### config.mk
export PLATFORM = sky130hd
export DESIGN_NAME = dmem_arbiter
export DESIGN_NICKNAME = d
export VERILOG_FILES = /design/src/rtl/dmem_arbiter_pkg.sv /design/src/rtl/dmem_arb_pick.sv /design/src/rtl/dmem_arbiter.sv
export SDC_FILE = /design/constraint.sdc
export NUM_CORES = 1
export LEC_CHECK = 0
export BUFFER_PORTS_ARGS = -buffer_cell sky130_fd_sc_hd__buf_2
export CAP_MARGIN = 40
export CORE_AREA = 3 3 109 111
export CTS_CLUSTER_DIAMETER = 40
export CTS_CLUSTER_SIZE = 14
export DETAILED_ROUTE_END_ITERATION = 10
export DIE_AREA = 0 0 112 114
export GPL_TIMING_DRIVEN = 1
export PLACE_DENSITY_LB_ADDON = 0.12
export REMOVE_ABC_BUFFERS = 1
export SLEW_MARGIN = 20
export SYNTH_ARGS = -nofsm -noshare
export SYNTH_HDL_FRONTEND = slang
export SYNTH_SLANG_ARGS = --single-unit
### constraint.sdc
create_clock -name clk_i -period 2 [get_ports clk_i]
set_clock_uncertainty 0.15 [all_clocks]
set_input_delay 0.1 -clock clk_i [delete_from_list [all_inputs] [get_ports clk_i]]
set_output_delay 0.1 -clock clk_i [all_outputs]
set_load 0.02 [all_outputs]
### src/rtl/dmem_arbiter_pkg.sv
// Shared types and widths for the data-memory arbiter.
// Holds the FSM state enum, the port count and the memory request payload struct.
package dmem_arbiter_pkg;

    localparam int unsigned ArbPorts = 2;
    localparam int unsigned AddrW    = 32;
    localparam int unsigned DataW    = 32;
    localparam int unsigned StrbW    = 4;
    localparam int unsigned CntW     = 4;

    typedef enum logic {
        IDLE = 1'b0,
        WAIT = 1'b1
    } arb_state_e;

    typedef struct packed {
        logic             we;
        logic [AddrW-1:0] addr;
        logic [DataW-1:0] wdata;
        logic [StrbW-1:0] wstrb;
    } mem_req_t;

endpackage

### src/rtl/dmem_arb_pick.sv
// Combinational winner select for the two-port dmem arbiter.
// Ports:
//   req_i        per-port request vector
//   last_grant_i index of the most recently granted port
//   rr_en_i      1 = round-robin on a tie, 0 = port 0 always wins a tie
//   gnt_o        one-hot winner (all zero when nothing is requested)
module dmem_arb_pick
    import dmem_arbiter_pkg::*;
(
    input  logic [ArbPorts-1:0] req_i,
    input  logic                last_grant_i,
    input  logic                rr_en_i,
    output logic [ArbPorts-1:0] gnt_o
);

    // On a tie the port that was not granted last wins under round-robin.
    always_comb begin
        gnt_o = '0;
        if (req_i == 2'b11) begin
            if (rr_en_i && !last_grant_i) begin
                gnt_o = 2'b10;
            end else begin
                gnt_o = 2'b01;
            end
        end else begin
            gnt_o = req_i;
        end
    end

endmodule

### src/rtl/dmem_arbiter.sv
// Shares one data-memory port between the core MEM stage (port 0) and a
// debug/DMA master (port 1). One transaction outstanding at a time, fixed
// read latency, out-of-range addresses answered with an error and never
// forwarded to memory.
// Build option: define DMEM_ARB_RR_EN for round-robin tie breaking;
// otherwise port 0 has fixed priority.
// Ports:
//   clk_i, rst_i             clock, asynchronous active-high reset
//   req_i/we_i/addr_i/
//   wdata_i/wstrb_i          per-port request payload
//   gnt_o                    combinational one-hot grant pulse
//   rvalid_o/rdata_o/err_o   registered response
//   mem_*_o / mem_rdata_i    memory macro interface (mem_* combinational)
//   busy_o                   transaction in flight
module dmem_arbiter
    import dmem_arbiter_pkg::*;
#(
    parameter int unsigned MemLatency = 1,
    parameter int unsigned MemBytes   = 4096
) (
    input  logic                           clk_i,
    input  logic                           rst_i,
    input  logic [ArbPorts-1:0]            req_i,
    input  logic [ArbPorts-1:0]            we_i,
    input  logic [ArbPorts-1:0][AddrW-1:0] addr_i,
    input  logic [ArbPorts-1:0][DataW-1:0] wdata_i,
    input  logic [ArbPorts-1:0][StrbW-1:0] wstrb_i,
    output logic [ArbPorts-1:0]            gnt_o,
    output logic [ArbPorts-1:0]            rvalid_o,
    output logic [DataW-1:0]               rdata_o,
    output logic                           err_o,
    output logic                           mem_en_o,
    output logic                           mem_we_o,
    output logic [AddrW-1:0]               mem_addr_o,
    output logic [DataW-1:0]               mem_wdata_o,
    output logic [StrbW-1:0]               mem_wstrb_o,
    input  logic [DataW-1:0]               mem_rdata_i,
    output logic                           busy_o
);

`ifdef DMEM_ARB_RR_EN
    localparam logic RrEn = 1'b1;
`else
    localparam logic RrEn = 1'b0;
`endif

    arb_state_e            state_q, state_d;
    logic [CntW-1:0]       cnt_q, cnt_d;
    logic                  last_grant_q, last_grant_d;
    logic                  win_q, win_d;
    logic                  we_q, we_d;
    logic                  err_flag_q, err_flag_d;
    logic [ArbPorts-1:0]   rvalid_q, rvalid_d;
    logic [DataW-1:0]      rdata_q, rdata_d;
    logic                  err_q, err_d;

    logic [ArbPorts-1:0]   pick_gnt;
    logic                  win_c;
    logic                  grant_c;
    logic                  last_beat_c;
    logic                  sel_err_c;
    mem_req_t              sel_req;

    dmem_arb_pick u_pick (
        .req_i        (req_i),
        .last_grant_i (last_grant_q),
        .rr_en_i      (RrEn),
        .gnt_o        (pick_gnt)
    );

    // Winner payload and range check; the grant is suppressed while in reset.
    always_comb begin
        win_c         = pick_gnt[1];
        grant_c       = (state_q == IDLE) && (|req_i) && !rst_i;
        last_beat_c   = (state_q == WAIT) && (cnt_q == CntW'(MemLatency - 1));
        sel_req.we    = we_i[win_c];
        sel_req.addr  = addr_i[win_c];
        sel_req.wdata = wdata_i[win_c];
        sel_req.wstrb = wstrb_i[win_c];
        sel_err_c     = sel_req.addr >= AddrW'(MemBytes);
    end

    // State register.
    always_ff @(posedge clk_i or posedge rst_i) begin
        if (rst_i) begin
            state_q <= IDLE;
        end else begin
            state_q <= state_d;
        end
    end

    // Next-state logic.
    always_comb begin
        state_d = state_q;
        case (state_q)
            IDLE:    if (grant_c)     state_d = WAIT;
            WAIT:    if (last_beat_c) state_d = IDLE;
            default: state_d = IDLE;
        endcase
    end

    // Grant and memory-side outputs; mem_* stay zero unless the access is issued.
    always_comb begin
        gnt_o       = '0;
        mem_en_o    = 1'b0;
        mem_we_o    = 1'b0;
        mem_addr_o  = '0;
        mem_wdata_o = '0;
        mem_wstrb_o = '0;
        if (grant_c) begin
            gnt_o = pick_gnt;
            if (!sel_err_c) begin
                mem_en_o    = 1'b1;
                mem_we_o    = sel_req.we;
                mem_addr_o  = sel_req.addr;
                mem_wdata_o = sel_req.wdata;
                mem_wstrb_o = sel_req.wstrb;
            end
        end
        busy_o = (state_q != IDLE);
    end

    // Transaction bookkeeping and response capture; errors reuse the memory latency.
    always_comb begin
        cnt_d        = cnt_q;
        last_grant_d = last_grant_q;
        win_d        = win_q;
        we_d         = we_q;
        err_flag_d   = err_flag_q;
        rvalid_d     = '0;
        rdata_d      = '0;
        err_d        = 1'b0;
        if (grant_c) begin
            cnt_d        = '0;
            last_grant_d = win_c;
            win_d        = win_c;
            we_d         = sel_req.we;
            err_flag_d   = sel_err_c;
        end else if (state_q == WAIT) begin
            cnt_d = cnt_q + CntW'(1);
            if (last_beat_c) begin
                rvalid_d = win_q ? 2'b10 : 2'b01;
                rdata_d  = (!we_q && !err_flag_q) ? mem_rdata_i : '0;
                err_d    = err_flag_q;
            end
        end
    end

    // Datapath and response registers.
    always_ff @(posedge clk_i or posedge rst_i) begin
        if (rst_i) begin
            cnt_q        <= '0;
            last_grant_q <= 1'b1;
            win_q        <= 1'b0;
            we_q         <= 1'b0;
            err_flag_q   <= 1'b0;
            rvalid_q     <= '0;
            rdata_q      <= '0;
            err_q        <= 1'b0;
        end else begin
            cnt_q        <= cnt_d;
            last_grant_q <= last_grant_d;
            win_q        <= win_d;
            we_q         <= we_d;
            err_flag_q   <= err_flag_d;
            rvalid_q     <= rvalid_d;
            rdata_q      <= rdata_d;
            err_q        <= err_d;
        end
    end

    assign rvalid_o = rvalid_q;
    assign rdata_o  = rdata_q;
    assign err_o    = err_q;

endmodule
[Word-level counts from Yosys, hierarchy flattened]
Cells that the tools add are included.
Widths: inputs -> output; s select.
Operators by class
  $add $sub $neg: 1
  magnitude comparators: 2
  equal/unequal tests: 1
  multiplexer cells: 36
  bitwise operators: 1
  reduce and logical (&&, ||, !) cells: 10
Operators by type and width (number)
  $mux 32: 12
  $ge 32x13->1 const B: 1
  $mux 4: 6
  $mux 2: 6
  $mux 1: 11
  $add 4x1->4 const B: 1
  $logic_and 1x1->1: 4
  $logic_not 4->1: 1
  $logic_not 1->1: 3
  $eq 2x2->1 const B: 1
  $lt 1x2->1 const B: 1
  $pmux 1 s2: 1
  $reduce_bool 2->1: 1
  $reduce_or 2->1: 1
  $not 1->1: 1
Storage, ports and cells
  flip-flop bits (word level): 43
  bits of input ports: 174
  output and inout port bits: 108

[Depth between registers and ports, before layout]
  depth in word-level cells: 7
  gate-level depth with buffers: 6

[By module]
A second synthesis with hierarchy kept.
Unflattened totals
  cell total of the unflattened synthesis: 333
  area, all modules: 2738.9 µm²
By module, submodules not included
  dmem_arbiter: instances 1, cells an instance 329, area each 2708.8 µm², sequential area each 1102.3 µm²
  dmem_arb_pick: instances 1, cells an instance 4, area each 30.0 µm², sequential area each 0.0 µm²

[Worst setup path after synthesis]
No wires, ideal clock.
  kind: flip-flop to output port
  from: reg state_q, in the netlist busy_o
  to: out mem_wdata_o[25]
  arrival time: 1.553 ns
  slack: 0.197 ns
  stages on the path, launching flop included: 7
  path buffers: 2
  path through: dfrtp_1 > buf_2 > nor2_1 > o21a_1 > o21ai_2 > buf_6 > a21oi_2
Between the ends
  longest elaborated chain between the ends: 4
RTL lines
  from (decl): RTL line dmem_arbiter.sv:47  | arb_state_e state_q, state_d;
  from (signal assigned): RTL line dmem_arbiter.sv:88  | state_q <= state_d;
  $not 1->1
  $logic_and 1x1->1 (2 in series): RTL line dmem_arbiter.sv:74  | grant_c = (state_q == IDLE) && (|req_i) && !rst_i;
  $mux 32: RTL line dmem_arbiter.sv:110  | if (grant_c) begin
  to (decl): RTL line dmem_arbiter.sv:35  | output logic [DataW-1:0] mem_wdata_o,
Every way passes these cells.

[Worst setup path after layout]
  from: reg state_q, in the netlist busy_o
  to: out mem_wdata_o[16]
The elaborated chain is that of the path after synthesis.

==> reports/qor.log <==
INFO  global_route   vias_in_the_first_global_route=3521
INFO  cells_and_area finish.instance_area=4837um2
INFO  clocking       cts.htree.levels=2
INFO  drt            routed_wl=12040um
INFO  worst_setup_path cp_cell_sequence=nor2_4 -> o21a_1 -> o21ai_4 -> buf_12 -> a21oi_2 -> buf_6
INFO  clocking       clk-insertion-delay-late=0.28ns
INFO  cells_and_area syn_to_final_growth=69.71%
INFO  power          pwr_density_cell=481.9nW/um2
INFO  worst_setup_path worstPathRequired=1.75ns
INFO  yosys          synth_top_cells_by_count=sky130_fd_sc_hd__nand3_1, sky130_fd_sc_hd__a21oi_2, sky130_fd_sc_hd__dfrtp_1
INFO  cells_and_area fin_util=44.43%
INFO  drt            dr_total_vias=3474
INFO  power          p_leak=2.391nW
INFO  outcome        status=complete, no violations
INFO  timing         final-setup-viol-count=0
INFO  timing         period_needed=1.908ns
INFO  cells_and_area post_route_cells_drive_above_1_share=55.50%
INFO  worst_setup_path critPathKind=flip-flop to output pin
INFO  clocking       tritoncts.num_buffers=5
INFO  clocking       cts_setup_buffers=0
INFO  cells_and_area design.final.nets=794
INFO  place          detailed_place_hpwl=9268um
INFO  global_route   globalRouteTotalUtil=17.24%
INFO  worst_setup_path cpPeakStageDelay=0.41ns
INFO  worst_setup_path r2r-start=busy_o$_DFF_PP0_
INFO  clocking       ctsRootBufferMaster=sky130_fd_sc_hd__clkbuf_8
INFO  cells_and_area n_fill_cell=1117
INFO  place          input_output_buffers=261
INFO  clocking       tritoncts_num_sinks=43
INFO  worst_setup_path rrSetupSlack=0.17ns
INFO  timing         setup_repair_after_global_routing_missed_its_margin=yes
INFO  yosys          synthDistinctLibCells=33
INFO  global_route   grt_start_max_net_pins=52
INFO  yosys          synthFlopType=sky130_fd_sc_hd__dfrtp_1
INFO  worst_setup_path top_fanout_value_on_the_critical_path=26
INFO  yosys          post-synth-top-count-cell=sky130_fd_sc_hd__nand3_1
INFO  yosys          avgSynthCellArea=8.611um2
INFO  worst_setup_path capturing_instance_or_port_of_the_critical_path=mem_wdata_o[16]
INFO  worst_setup_path cell_class_contributing_the_biggest_share_of_worst_path_delay=compound AO/OA/AOI/OAI gates
INFO  timing         finalCritPeriodShare=95.41%
INFO  drt            route.antenna.remaining_nets=0
INFO  global_route   grt.overflow.total=0
INFO  drt            detail_route.vias_per_cell=4.577
INFO  yosys          post_synth_instance_area=2850um2
INFO  floorplanning  design.portCount=282
INFO  floorplanning  num_rows=38
INFO  worst_hold_path min_from=req_i[1]
INFO  worst_setup_path setup.worst_path.start=busy_o$_DFF_PP0_
INFO  power          power.ir.vdd_worst=0.0003437V
INFO  yosys          synthDominantAreaCellType=sky130_fd_sc_hd__dfrtp_1
INFO  place          post_dp_cell_area=4272um2
INFO  floorplanning  core_footprint=10890um2
INFO  timing         maxSlewHeadroom=57.86%
INFO  drt            drc_errors=0
INFO  worst_setup_path critPathSlowestCell=sky130_fd_sc_hd__dfrtp_1
INFO  floorplanning  die_w=112um
INFO  yosys          synth_edf_count=0
INFO  place          finalWeightedCongestion=0.8764
INFO  floorplanning  floorplan.initialDensity=26.18%
INFO  worst_setup_path reg2reg_depth=6
INFO  run            max_cap_violations=0
INFO  yosys          async_set_or_reset_flop_fraction_in_the_synthesized_netlist=100.0%
INFO  global_route   antenna_found_initial=1
INFO  worst_setup_path crit_buf_inv=2
INFO  yosys          syn-instance-count=331
INFO  worst_setup_path critical_path.endpoint_type=output pin
INFO  floorplanning  die_h=114um
INFO  drt            drt_first_pass_iters=4
INFO  drt            initialDrtViolationCount=134
INFO  clocking       cts.reportedPaths.clkPinSlew=0.07ns
INFO  timing         max_clock_freq=0.5241GHz
INFO  drt            avgRoutedWirePerCell=15.86um
INFO  yosys          synthesis.yosys.warnings=0
INFO  worst_setup_path kind_of_start_point_of_the_critical_path=flip-flop
INFO  clocking       cts_tree=built
INFO  worst_setup_path cp_data_arrival_time=1.66ns
INFO  floorplanning  floorplan.die_area=12770um2
INFO  worst_setup_path crit-reg2reg-capture=we_q$_DFFE_PP0P_
INFO  timing         hold_viol=0
INFO  worst_hold_path timing.hold.worst.class=input pin to flip-flop
INFO  worst_setup_path worstSetupPathDepth=6
INFO  clocking       ctsLongestPathBuffers=2
INFO  yosys          ys_ff_latch=43
INFO  timing         timing_worst_slew_pin_value=0.6282ns
INFO  global_route   grt_pass1_wl=17870um
INFO  yosys          seq_area_frac_synth=37.75%
INFO  yosys          synth_top_cell_area_share=37.75%
INFO  yosys          synth.area.top_cells=sky130_fd_sc_hd__dfrtp_1, sky130_fd_sc_hd__nand3_1, sky130_fd_sc_hd__a21oi_2
INFO  timing         max_transition_viols_final=0
==> sequential cells by signal, summed over array words and instances (netlist names) <==
register	flops
rvalid_o	2
busy_o	1
rdata_o	32
err_flag_q	1
we_q	1
err_o	1
cnt_q	4
win_q	1
==> worst min path at each step <==
stage	to	slack [ns]	depth (start not counted)
3_3_place_gp	busy_o$_DFF_PP0_	0.003	2
4_1_cts	busy_o$_DFF_PP0_	0.1	3
3_5_place_dp	rvalid_o[0]$_DFF_PP0_	0.006	2
2_1_floorplan	rdata_o[0]$_DFF_PP0_	0.08	1
5_1_grt	busy_o$_DFF_PP0_	0.17	3
6_report	busy_o$_DFF_PP0_	0.10	3
==> stage by stage <==
step / cells / TNS [ns] / hold WS (ns) / worst slack (ns) / power [W]
finish: 759 / 0 / 0.1007 / 0.09184 / 0.002331
global route: 759 / -0.003780 / 0.1671 / -0.003780 / 0.002488
CTS: 756 / 0 / 0.09792 / 0.01649 / 0.002359
detailed placement: 713 / 0 / 0.006084 / 0.08792 / 0.001644
global placement: 713 / 0 / 0.002606 / 0.07146 / 0.001628
floorplan: 297 / -128.10 / 0.07859 / -2.359 / 0.001327
==> power breakdown <==
part	total (W)	switching, W	internal [W]
Combinational	0.000678	0.000346	0.000332
Sequential	0.00103	0.0000681	0.000958
Clock	0.000627	0.000261	0.000366
Total	0.00233	0.000675	0.00166
==> cell usage in the layout (no fill, tap or decap), types with 2 or more instances in the layout <==
master / instances
sky130_fd_sc_hd__and2_1: 33
sky130_fd_sc_hd__nand3_1: 99
sky130_fd_sc_hd__buf_6: 2
sky130_fd_sc_hd__nor4_1: 6
sky130_fd_sc_hd__nor3_1: 4
sky130_fd_sc_hd__nand2_1: 6
sky130_fd_sc_hd__conb_1: 20
sky130_fd_sc_hd__ha_1: 2
sky130_fd_sc_hd__nor2_1: 8
sky130_fd_sc_hd__xor2_1: 2
sky130_fd_sc_hd__buf_2: 240
sky130_fd_sc_hd__buf_12: 4
sky130_fd_sc_hd__nor3_2: 2
sky130_fd_sc_hd__dfrtp_1: 43
sky130_fd_sc_hd__or4_1: 2
sky130_fd_sc_hd__and4_2: 2
sky130_fd_sc_hd__a21oi_2: 49
sky130_fd_sc_hd__inv_1: 4
sky130_fd_sc_hd__clkbuf_8: 5
sky130_fd_sc_hd__dlygate4sd3_1: 36
sky130_fd_sc_hd__buf_4: 31
==> cell type report <==
type                            count  area, um2  area share (%)
Clock inverter                      1      30.03          0.6208
Multi-Input combinational cell    249       1540           31.84
Clock buffer                        6      72.57           1.500
Timing Repair Buffer              314       1922           39.73
Inverter                            5      18.77          0.3880
Antenna cell                        1      2.502         0.05173
Sequential cell                    43       1076           22.25
Tap cell                          140      175.2           3.621
==> worst reg2reg max path: cells and delay by family (launching register included) <==
family	cells	cell delay, ns
AOI/OAI and AO/OA	2	0.32
and+or+nand+nor	2	0.18
buffers and inverters	2	0.72
DFF	1	0.41
==> cell families (layout without fill, tap and decap cells) <==
| group | after synthesis | count (layout) | share of synthesized area [%] |
|---|---|---|---|
| compound gates | 56 | 56 | 16.86 |
| xor+xnor | 2 | 2 | 0.6147 |
| fa+ha+maj | 2 | 2 | 0.8778 |
| buf+inv | 58 | 326 | 11.85 |
| flops | 43 | 43 | 37.75 |
| mux | 2 | 2 | 0.7463 |
| other cells | 1 | 21 | 0.1316 |
| simple gates | 167 | 167 | 31.17 |
==> repair_timing <==
item	CTS	global route
hold buffers	36	0
endpoints found under the setup margin	6	49
gates cloned	0	2
hold endpoints to repair	49	0
gates resized for setup	1	25
==> per-layer routing <==
layer | wire length, um | share of wire [%] | up-vias | global-route usage [%]
li1 | - | - | 1680 | -
met1 | 4243 | 35 | 1615 | 19.16
met2 | 6581 | 55 | 160 | 32.45
met3 | 937 | 7.8 | 19 | 3.979
met4 | 274 | 2.3 | 0 | 5.609
met5 | 0 | 0 | - | 0
Note: power is estimated with default switching activity, not from simulation.
